<file path="config.mk">
export PLATFORM = sky130hd
export DESIGN_NAME = score_display_driver
export DESIGN_NICKNAME = d
export VERILOG_FILES = /design/src/rtl/score_display_driver.sv
export SDC_FILE = /design/constraint.sdc
export NUM_CORES = 1
export LEC_CHECK = 0
export ABC_AREA = 1
export BUFFER_PORTS_ARGS = -buffer_cell sky130_fd_sc_hd__buf_2
export CAP_MARGIN = 10
export CORE_MARGIN = 4
export CORE_UTILIZATION = 59
export CTS_CLUSTER_DIAMETER = 80
export DETAILED_ROUTE_END_ITERATION = 6
export PLACE_DENSITY_LB_ADDON = 0.12
export SYNTH_ARGS = -nofsm -noshare
export SYNTH_HDL_FRONTEND = slang
export SYNTH_SLANG_ARGS = --single-unit
</file>
<file path="constraint.sdc">
create_clock -name clk -period 2.2 [get_ports clk]
set_input_delay 0.44 -clock clk [delete_from_list [all_inputs] [get_ports clk]]
set_output_delay 0.44 -clock clk [all_outputs]
set_load 0.01 [all_outputs]
</file>
<file path="src/rtl/score_display_driver.sv">
// Multi-digit 7-segment driver for the HEX displays. Shows a binary value in hex or in decimal
// (serial shift-add-3 BCD conversion) with optional leading-zero blanking and an overflow indication.
module score_display_driver #(
    parameter int VALUE_W    = 16,
    parameter int NUM_DIGITS = 4
) (
    input  logic                    clk,
    input  logic                    resetn,
    input  logic [VALUE_W-1:0]      value,
    input  logic                    load,
    input  logic                    dec_mode,
    input  logic                    blank_lz,
    output logic [7*NUM_DIGITS-1:0] hex_segs,
    output logic                    busy,
    output logic                    done,
    output logic                    overflow
);

    localparam int BCD_W = 4 * NUM_DIGITS;
    localparam int EXT_W = (VALUE_W > BCD_W) ? VALUE_W : BCD_W;
    localparam int CNT_W = $clog2(VALUE_W + 1);

    localparam logic [6:0] SEG_BLANK = 7'b111_1111;
    localparam logic [6:0] SEG_DASH  = 7'b011_1111;

    typedef enum logic [1:0] {
        S_IDLE    = 2'd0,
        S_CONVERT = 2'd1,
        S_UPDATE  = 2'd2
    } state_t;

    state_t             state_q;
    logic [VALUE_W-1:0] shift_q;
    logic [BCD_W-1:0]   bcd_q;
    logic [CNT_W-1:0]   cnt_q;
    logic               sticky_q;
    logic               dec_mode_q;
    logic               blank_lz_q;

    logic [BCD_W-1:0]        adj_s;
    logic [BCD_W-1:0]        conv_bcd_s;
    logic                    conv_carry_s;
    logic [EXT_W-1:0]        ext_s;
    logic                    hex_ovf_s;
    logic [BCD_W-1:0]        digits_s;
    logic                    ovf_s;
    logic [7*NUM_DIGITS-1:0] segs_s;

    function automatic logic [6:0] glyph(input logic [3:0] nib);
        logic [6:0] seg;
        case (nib)
            4'h0:    seg = 7'b100_0000;
            4'h1:    seg = 7'b111_1001;
            4'h2:    seg = 7'b010_0100;
            4'h3:    seg = 7'b011_0000;
            4'h4:    seg = 7'b001_1001;
            4'h5:    seg = 7'b001_0010;
            4'h6:    seg = 7'b000_0010;
            4'h7:    seg = 7'b111_1000;
            4'h8:    seg = 7'b000_0000;
            4'h9:    seg = 7'b001_0000;
            4'hA:    seg = 7'b000_1000;
            4'hB:    seg = 7'b000_0011;
            4'hC:    seg = 7'b100_0110;
            4'hD:    seg = 7'b010_0001;
            4'hE:    seg = 7'b000_0110;
            4'hF:    seg = 7'b000_1110;
            default: seg = SEG_BLANK;
        endcase
        return seg;
    endfunction

    function automatic logic [BCD_W-1:0] add3(input logic [BCD_W-1:0] bcd);
        logic [BCD_W-1:0] res;
        res = bcd;
        for (int i = 0; i < NUM_DIGITS; i++) begin
            if (bcd[4*i +: 4] >= 4'd5) begin
                res[4*i +: 4] = bcd[4*i +: 4] + 4'd3;
            end else begin
                res[4*i +: 4] = bcd[4*i +: 4];
            end
        end
        return res;
    endfunction

    // The bit leaving the top BCD nibble means the decimal value needs more digits than we have.
    assign adj_s        = add3(bcd_q);
    assign conv_carry_s = adj_s[BCD_W-1];
    assign conv_bcd_s   = {adj_s[BCD_W-2:0], shift_q[VALUE_W-1]};

    assign ext_s     = EXT_W'(shift_q);
    assign hex_ovf_s = |(ext_s >> BCD_W);
    assign digits_s  = dec_mode_q ? bcd_q : ext_s[BCD_W-1:0];
    assign ovf_s     = dec_mode_q ? sticky_q : hex_ovf_s;

    // Glyph selection for the pending display: dashes on overflow, else digits with optional blanking.
    always_comb begin : disp_comb
        logic seen_nz;
        seen_nz = 1'b0;
        segs_s  = {(7*NUM_DIGITS){1'b1}};
        for (int i = NUM_DIGITS - 1; i >= 0; i--) begin
            if (digits_s[4*i +: 4] != 4'd0) begin
                seen_nz = 1'b1;
            end else begin
                seen_nz = seen_nz;
            end
            if (ovf_s) begin
                segs_s[7*i +: 7] = SEG_DASH;
            end else if (blank_lz_q && !seen_nz && (i != 0)) begin
                segs_s[7*i +: 7] = SEG_BLANK;
            end else begin
                segs_s[7*i +: 7] = glyph(digits_s[4*i +: 4]);
            end
        end
    end

    // Control FSM with registered display, status and conversion datapath.
    always_ff @(posedge clk) begin
        if (!resetn) begin
            state_q    <= S_IDLE;
            hex_segs   <= {(7*NUM_DIGITS){1'b1}};
            busy       <= 1'b0;
            done       <= 1'b0;
            overflow   <= 1'b0;
            shift_q    <= '0;
            bcd_q      <= '0;
            cnt_q      <= '0;
            sticky_q   <= 1'b0;
            dec_mode_q <= 1'b0;
            blank_lz_q <= 1'b0;
        end else begin
            done <= 1'b0;
            case (state_q)
                S_IDLE: begin
                    if (load) begin
                        shift_q    <= value;
                        dec_mode_q <= dec_mode;
                        blank_lz_q <= blank_lz;
                        busy       <= 1'b1;
                        if (dec_mode) begin
                            bcd_q    <= '0;
                            sticky_q <= 1'b0;
                            cnt_q    <= CNT_W'(VALUE_W);
                            state_q  <= S_CONVERT;
                        end else begin
                            state_q  <= S_UPDATE;
                        end
                    end else begin
                        state_q <= S_IDLE;
                    end
                end
                S_CONVERT: begin
                    bcd_q   <= conv_bcd_s;
                    shift_q <= {shift_q[VALUE_W-2:0], 1'b0};
                    if (conv_carry_s) begin
                        sticky_q <= 1'b1;
                    end else begin
                        sticky_q <= sticky_q;
                    end
                    cnt_q <= cnt_q - CNT_W'(1);
                    if (cnt_q == CNT_W'(1)) begin
                        state_q <= S_UPDATE;
                    end else begin
                        state_q <= S_CONVERT;
                    end
                end
                S_UPDATE: begin
                    hex_segs <= segs_s;
                    overflow <= ovf_s;
                    done     <= 1'b1;
                    busy     <= 1'b0;
                    state_q  <= S_IDLE;
                end
                default: begin
                    busy    <= 1'b0;
                    state_q <= S_IDLE;
                end
            endcase
        end
    end

endmodule

</file>
Word level (Yosys, flattened, before mapping) --
Memory sizes are Yosys's and may differ from the RTL's. Index checks and enable logic that the tools add are counted.
Storage, ports and cells: memory bits (read-only) 448, logic and storage cells 82, bits of input ports 21, memories kept 4, flip-flop bits (word level) 73, output and inout port bits 31
Memories:
- (no name shown) | words 16, bits a word 7, read ports 1, clocked after memory_dff 0, wr ports 0, line 51 | case (nib)
- (no name shown) | words 16, bits a word 7, read ports 1, clocked after memory_dff 0, wr ports 0, line 51
- (no name shown) | words 16, bits a word 7, read ports 1, clocked after memory_dff 0, wr ports 0, line 51
- (no name shown) | words 16, bits a word 7, read ports 1, clocked after memory_dff 0, wr ports 0, line 51
Cells by class: $add $sub $neg 5, mux-type cells 35, bitwise gates (word level) 1, equality and inequality tests 6, reduce and logical (&&, ||, !) cells 16, order comparisons 4
Operators by type and width (count):
- $mux 16 | 4
- $pmux 16 s2 | 2
- $mux 7 | 7
- $add 4x2->4 const B | 4
- $ge 4x3->1 const B | 4
- $mux 4 | 4
- $reduce_bool 4->1 | 3
- $mux 5 | 2
- $pmux 5 s2 | 1
- $mux 1 | 9
- $mux 2 | 3
- $ne 2x2->1 const B | 3
- $reduce_and 2->1 | 3
- $eq 5x1->1 const B | 1
- $sub 5x1->5 const B | 1
- $pmux 1 s2 | 2
- $pmux 2 s2 | 1
- $reduce_and 4->1 | 1
- $logic_and 1x1->1 | 3
- $logic_not 1->1 | 3
- $reduce_and 3->1 | 1
- $eq 2x1->1 const B | 1
- $eq 2x2->1 const B | 1
- $logic_not 2->1 | 1
- 2 further kinds | 2

Depth between registers and ports, before layout --
depth in word-level cells 9, gate-level depth with buffers 14, depth with buffers taken out 13

Worst setup path after synthesis --
OpenSTA, ideal clock, no wires.
kind reg-to-reg, from register dec_mode_q, to register hex_segs[10], arrival 1.667 ns, stages on the path, launching flop included 13, clock period less this slack 1.782 ns, library setup time 0.115 ns, slack 0.418 ns, cells stage by stage dfxtp_1 -> buf_6 -> buf_6 -> o21ai_2 -> inv_1 -> ha_1 -> inv_1 -> nor2_1 -> nor2_1 -> nor2_1 -> nand2_1 -> nand2_1 -> nand2_1
Between the ends: longest elaborated chain between the ends 9
RTL lines:
- from (decl) | line 37 | logic dec_mode_q;
- from (signal assigned) | line 137 | dec_mode_q <= dec_mode;
- $mux 16 | line 93 | assign digits_s = dec_mode_q ? bcd_q : ext_s[BCD_W-1:0];
- $reduce_bool 4->1 | line 102 | if (digits_s[4*i +: 4] != 4'd0) begin
- $mux 1 (3 in series) | line 102
- $logic_not 1->1 | line 109 | end else if (blank_lz_q && !seen_nz && (i != 0)) begin
- $logic_and 1x1->1 | line 109
- $mux 7 | line 109
- $mux 7 (*) | line 107 | if (ovf_s) begin
- to (signal assigned) | line 121 | hex_segs <= {(7*NUM_DIGITS){1'b1}};
- to (signal assigned) | line 168 | hex_segs <= segs_s;
- to (decl) | line 13 | output logic [7*NUM_DIGITS-1:0] hex_segs,
Every way passes the cells marked *; elsewhere a longest branch is shown, timed or not. A chain may end at the register's enable or synchronous reset.

Worst setup path in the final report --
from register dec_mode_q, to register hex_segs[16]
Between the ends: longest elaborated chain between the ends 8
RTL lines (line):
- $mux 16 | 93
- $reduce_bool 4->1 | 102
- $mux 1 (2 in series) | 102
- $logic_not 1->1 | 109
- $logic_and 1x1->1 | 109
- $mux 7 | 109
- $mux 7 (*) | 107
Marked as above.

==> results by stage <==
Route:
- For this run, the detailed router's first-pass iteration total came to 5.
- The via count is 4616.
- The detail route stage leaves a number of antenna-violating nets equal to 0.
- The starting DRC count in detailed routing is ~280.
- The overall routed net length is 10900 um.
- In the routed design, unresolved DRC markers number 0.
- The post-detailed-route wirelength per cell is between 10 and 15 um.
- Using the TritonRoute via totals, the vias-per-cell ratio works out to between 5 and 6.

Timing:
- The setup violation total in the final timing report is 0.
- The clock period could shrink to around 1.9 ns.
- The final clock skew is a little over 0.006 ns.
- Headroom to the max-slew limit came out at between 50% and 60%.
- Setup repair after global routing left no endpoint under its margin.
- Derived from the worst setup path, the maximum achievable clock frequency is between 500 and 600 MHz.
- The final count of pins violating max slew is 0.
- The final hold violation count is 0.
- For the pin with the worst max-slew slack, the measured transition is about 0.62 ns.
- The final critical-path setup slack is about 0.30 ns.
- The post-route fraction of the period consumed by the critical path is between 80% and 90%.
- The setup TNS is 0 ns.

Clock tree:
- The cell at the root of the clock tree is sky130_fd_sc_hd__clkbuf_8.
- The clock transition at the registers of the reported paths is about 0.080 ns.
- Buffers added to address setup during post-CTS repair amount to 0.
- The clock latency reported for the late side of the worst-skew pair is 0.36 ns.
- The H-tree generated during clock tree synthesis spans 3 levels.
- The post-cts sizing count is 0.
- The clock sink total is 73.
- TritonCTS built the clock tree.
- The longest clock path from root to sink contains 2 buffers.
- The number of clock buffers inserted by TritonCTS is 9.
- Buffers inserted to repair hold after CTS numbered 0.

Cells and area:
- The fraction of layout instances using a drive strength above 1 is around 14%.
- The count of fill cells added during filler insertion is between 600 and 700.
- The relative area change from synthesis to final layout is 12.1%.
- The net count reported at finish is approximately 800.
- The number of antenna diodes in the final layout is 0.

Run:
- The tool flagged a number of max-cap violations equal to 0.

Worst setup path:
- The slowest stage of the critical path belongs to the cell sky130_fd_sc_hd__dfxtp_1.
- Traced cell by cell, the critical path runs through buf_12, inv_2, nand2_1, nand2_1, ha_1, nand3_2, nor2_4, nor2_2, nand2_1, nand2_1, nand2_1.
- The top cell family by delay on the critical path is simple AND/OR/NAND/NOR gates.
- The largest single stage delay on the critical path is 0.36 ns.
- At the worst endpoint, the arrival time is between 2 and 2.5 ns.
- The required time of the critical path is 2.45 ns.
- The startpoint kind of the worst setup timing path is a flip-flop.
- STA classifies the critical path endpoint as a flip-flop.
- Along the worst path, the maximum fanout reaches 39.
- By startpoint and endpoint, the worst setup path is classified as flip-flop to flip-flop.
- The number of buffers and inverters on the critical path is 2.
- The library cell appearing most often on the critical path is sky130_fd_sc_hd__nand2_1.

GRT:
- The number of global-route vias before repair is ~4400.
- The pin count of the biggest net entering global routing is 50.
- The total global routing overflow is 0.
- The first global-routing pass estimated around 19000 um of wire.
- Across every metal layer, demand over resource in global routing totals a little under a quarter.
- In the global route stage, met2 resource usage came out at 43.0%.
- The number of antenna violations at the first check in global routing is 0.
- The met1 usage is 27.8%.
- The most heavily used metal layer in global routing is met2.
- For met3 alone, demand over resource in global routing was 4.33%.

Outcome:
- The flow ran to the end, and the final reports show no timing, DRC or antenna violations.

Hold path:
- The type of the tightest min-delay check is input pin to flip-flop.

Die:
- The placement row count is 32.
- The number of top-level pins is 52.
- For this configuration, the core starts out at a cell density of approximately three fifths.
- The height of the die is between 90 and 100 um.
- The placeable core region is roughly 0.0077 mm^2.
- The overall die area is 0.00938 mm^2.
- In this run the horizontal extent of the chip is 96.9 um.

Logic synthesis:
- The share of the Yosys chip area taken by registers is 31.4%.
- The largest area contributor in the netlist is sky130_fd_sc_hd__dfxtp_1.
- When the netlist entered floorplanning its net count stood at between 700 and 800.
- Yosys attributes the largest share of cell area to sky130_fd_sc_hd__dfxtp_1 (31%), sky130_fd_sc_hd__nand2_1 (17%), sky130_fd_sc_hd__ha_1 (9.9%).
- The post-synthesis cell area is 0.00466 mm^2.
- During synthesis, Yosys emitted a total of 0 warnings.
- The top flip-flop cell by instance count after synthesis is sky130_fd_sc_hd__dfxtp_1.
- In the synthesized netlist, the number of instances is about 710.
- After synthesis, the netlist uses 34 different library cells.
- The area share of the leading cell type in the synthesized netlist is about a third.
- After synthesis, the mean cell area works out to between 6 and 7 um^2.
- The number of flops mapped to enable cells by yosys is 0.
- Synthesis inferred 73 register bits.
- Counting flops with an async set or reset pin after synthesis yields a share of 0%.

Pwr:
- The total leakage power is between 2 and 2.5 nW.
- The power density relative to cell area is between 700 and 800 mW/mm^2.
- IR analysis of the VDD net gives a maximum drop of roughly 0.47 mV.

Place:
- The worst setup timing slack at the placement stage is between 0.3 and 0.4 ns.
- Summed over all nets, the half-perimeter wirelength after detailed placement is approximately 8000 um.
- The count of input and output buffers is 51.
- The last weighted congestion value of the routability-driven placer is slightly above 0.9.
[registers in the layout, summed over array words and instances (netlist names), 2 cells and up]
name / count
hex_segs: 28
bcd_q: 16
ext_s: 16
cnt_q: 5
state_q: 2
[logic make-up (layout without fill, tap and decap cells)]
kind of cell / Yosys count / in the layout / share of synthesized area, %
buffers and inverters: 104 / 153 / 9.18
and+or+nand+nor: 347 / 347 / 31.3
DFF: 73 / 73 / 31.4
xor gates and xnor gates: 6 / 6 / 1.13
AOI/OAI and AO/OA: 146 / 146 / 17.1
adders and majority gates: 37 / 37 / 9.94
[cell usage after synthesis, types with 8 or more instances]
cell type and number:
sky130_fd_sc_hd__buf_2 9, sky130_fd_sc_hd__a21oi_1 67, sky130_fd_sc_hd__nand2_1 212, sky130_fd_sc_hd__clkbuf_1 13, sky130_fd_sc_hd__ha_1 37, sky130_fd_sc_hd__nand3_1 52, sky130_fd_sc_hd__dfxtp_1 73, sky130_fd_sc_hd__o21ai_2 9
sky130_fd_sc_hd__o21ai_1 8, sky130_fd_sc_hd__nand2_2 9, sky130_fd_sc_hd__nor2_1 58, sky130_fd_sc_hd__inv_1 73, sky130_fd_sc_hd__o21ai_0 52
[cell type report]
type	instances	area (um^2)	area share (%)
tap	102	128	2.44
inverter	78	293	5.60
multi-input combinational	536	2770	53.0
clock buffer	11	141	2.71
sequential	73	1460	28.0
clock inverter	5	103	1.96
timing repair buffer	59	328	6.28
[where the power goes]
group	switching, mW	total (mW)	internal (mW)
Combinational	0.635	0.960	0.325
Sequential	0.0453	1.45	1.41
Clock	0.512	1.29	0.783
Total	1.19	3.71	2.52
[path summary, 6_finish.rpt]
kind | startpoint | to | slack [ns] | cells after the start
setup reg to reg | dec_mode_q$_SDFFE_PN0P_ | hex_segs[16]$_SDFFE_PN1P_ | 0.30 | 11
setup / recovery | dec_mode_q$_SDFFE_PN0P_ | hex_segs[16]$_SDFFE_PN1P_ | 0.30 | 11
hold / removal | value[0] | ext_s[0]$_SDFFE_PN0P_ | 0.31 | 3
hold reg to reg | hex_segs[14]$_SDFFE_PN1P_ | hex_segs[14]$_SDFFE_PN1P_ | 0.47 | 2
[metrics by stage]
stage	power (mW)	utilization (%)	cell area (um^2)	hold WS [ns]	cells
2_1_floorplan	2.20	-	4660	0.437	713
3_3_place_gp	2.40	64.8	4980	0.445	848
3_5_place_dp	2.43	64.8	4980	0.449	848
4_1_cts	3.72	68.0	5220	0.305	864
5_1_grt	3.95	68.0	5220	0.362	864
6_report	3.71	68.0	5220	0.312	864
[routing by layer]
metal	share of wire [%]	vias up
met4	1.9	0
met3	5.6	22
met5	0	-
li1	-	2372
met2	50	146
met1	43	2076
[placed cells by master, fill, tap and decap left out, types with 5 or more instances in the layout]
| master | instances |
|---|---|
| sky130_fd_sc_hd__buf_2 | 51 |
| sky130_fd_sc_hd__o21ai_0 | 52 |
| sky130_fd_sc_hd__ha_1 | 37 |
| sky130_fd_sc_hd__clkbuf_8 | 10 |
| sky130_fd_sc_hd__dfxtp_1 | 73 |
| sky130_fd_sc_hd__o211ai_1 | 5 |
| sky130_fd_sc_hd__nand3_1 | 52 |
| sky130_fd_sc_hd__xor2_1 | 5 |
| sky130_fd_sc_hd__inv_1 | 73 |
| sky130_fd_sc_hd__o21ai_1 | 8 |
| sky130_fd_sc_hd__nand2_1 | 212 |
| sky130_fd_sc_hd__nor2_1 | 58 |
| sky130_fd_sc_hd__a21oi_1 | 67 |
| sky130_fd_sc_hd__buf_4 | 7 |
| sky130_fd_sc_hd__o21ai_2 | 9 |
| sky130_fd_sc_hd__nand2_2 | 9 |
[worst min-delay path, cell delays in order]
cell and delay (ns):
sky130_fd_sc_hd__buf_2 0.07, sky130_fd_sc_hd__nand3_1 0.06, sky130_fd_sc_hd__o31ai_1 0.06
Note: power is estimated with default switching activity, not from simulation.
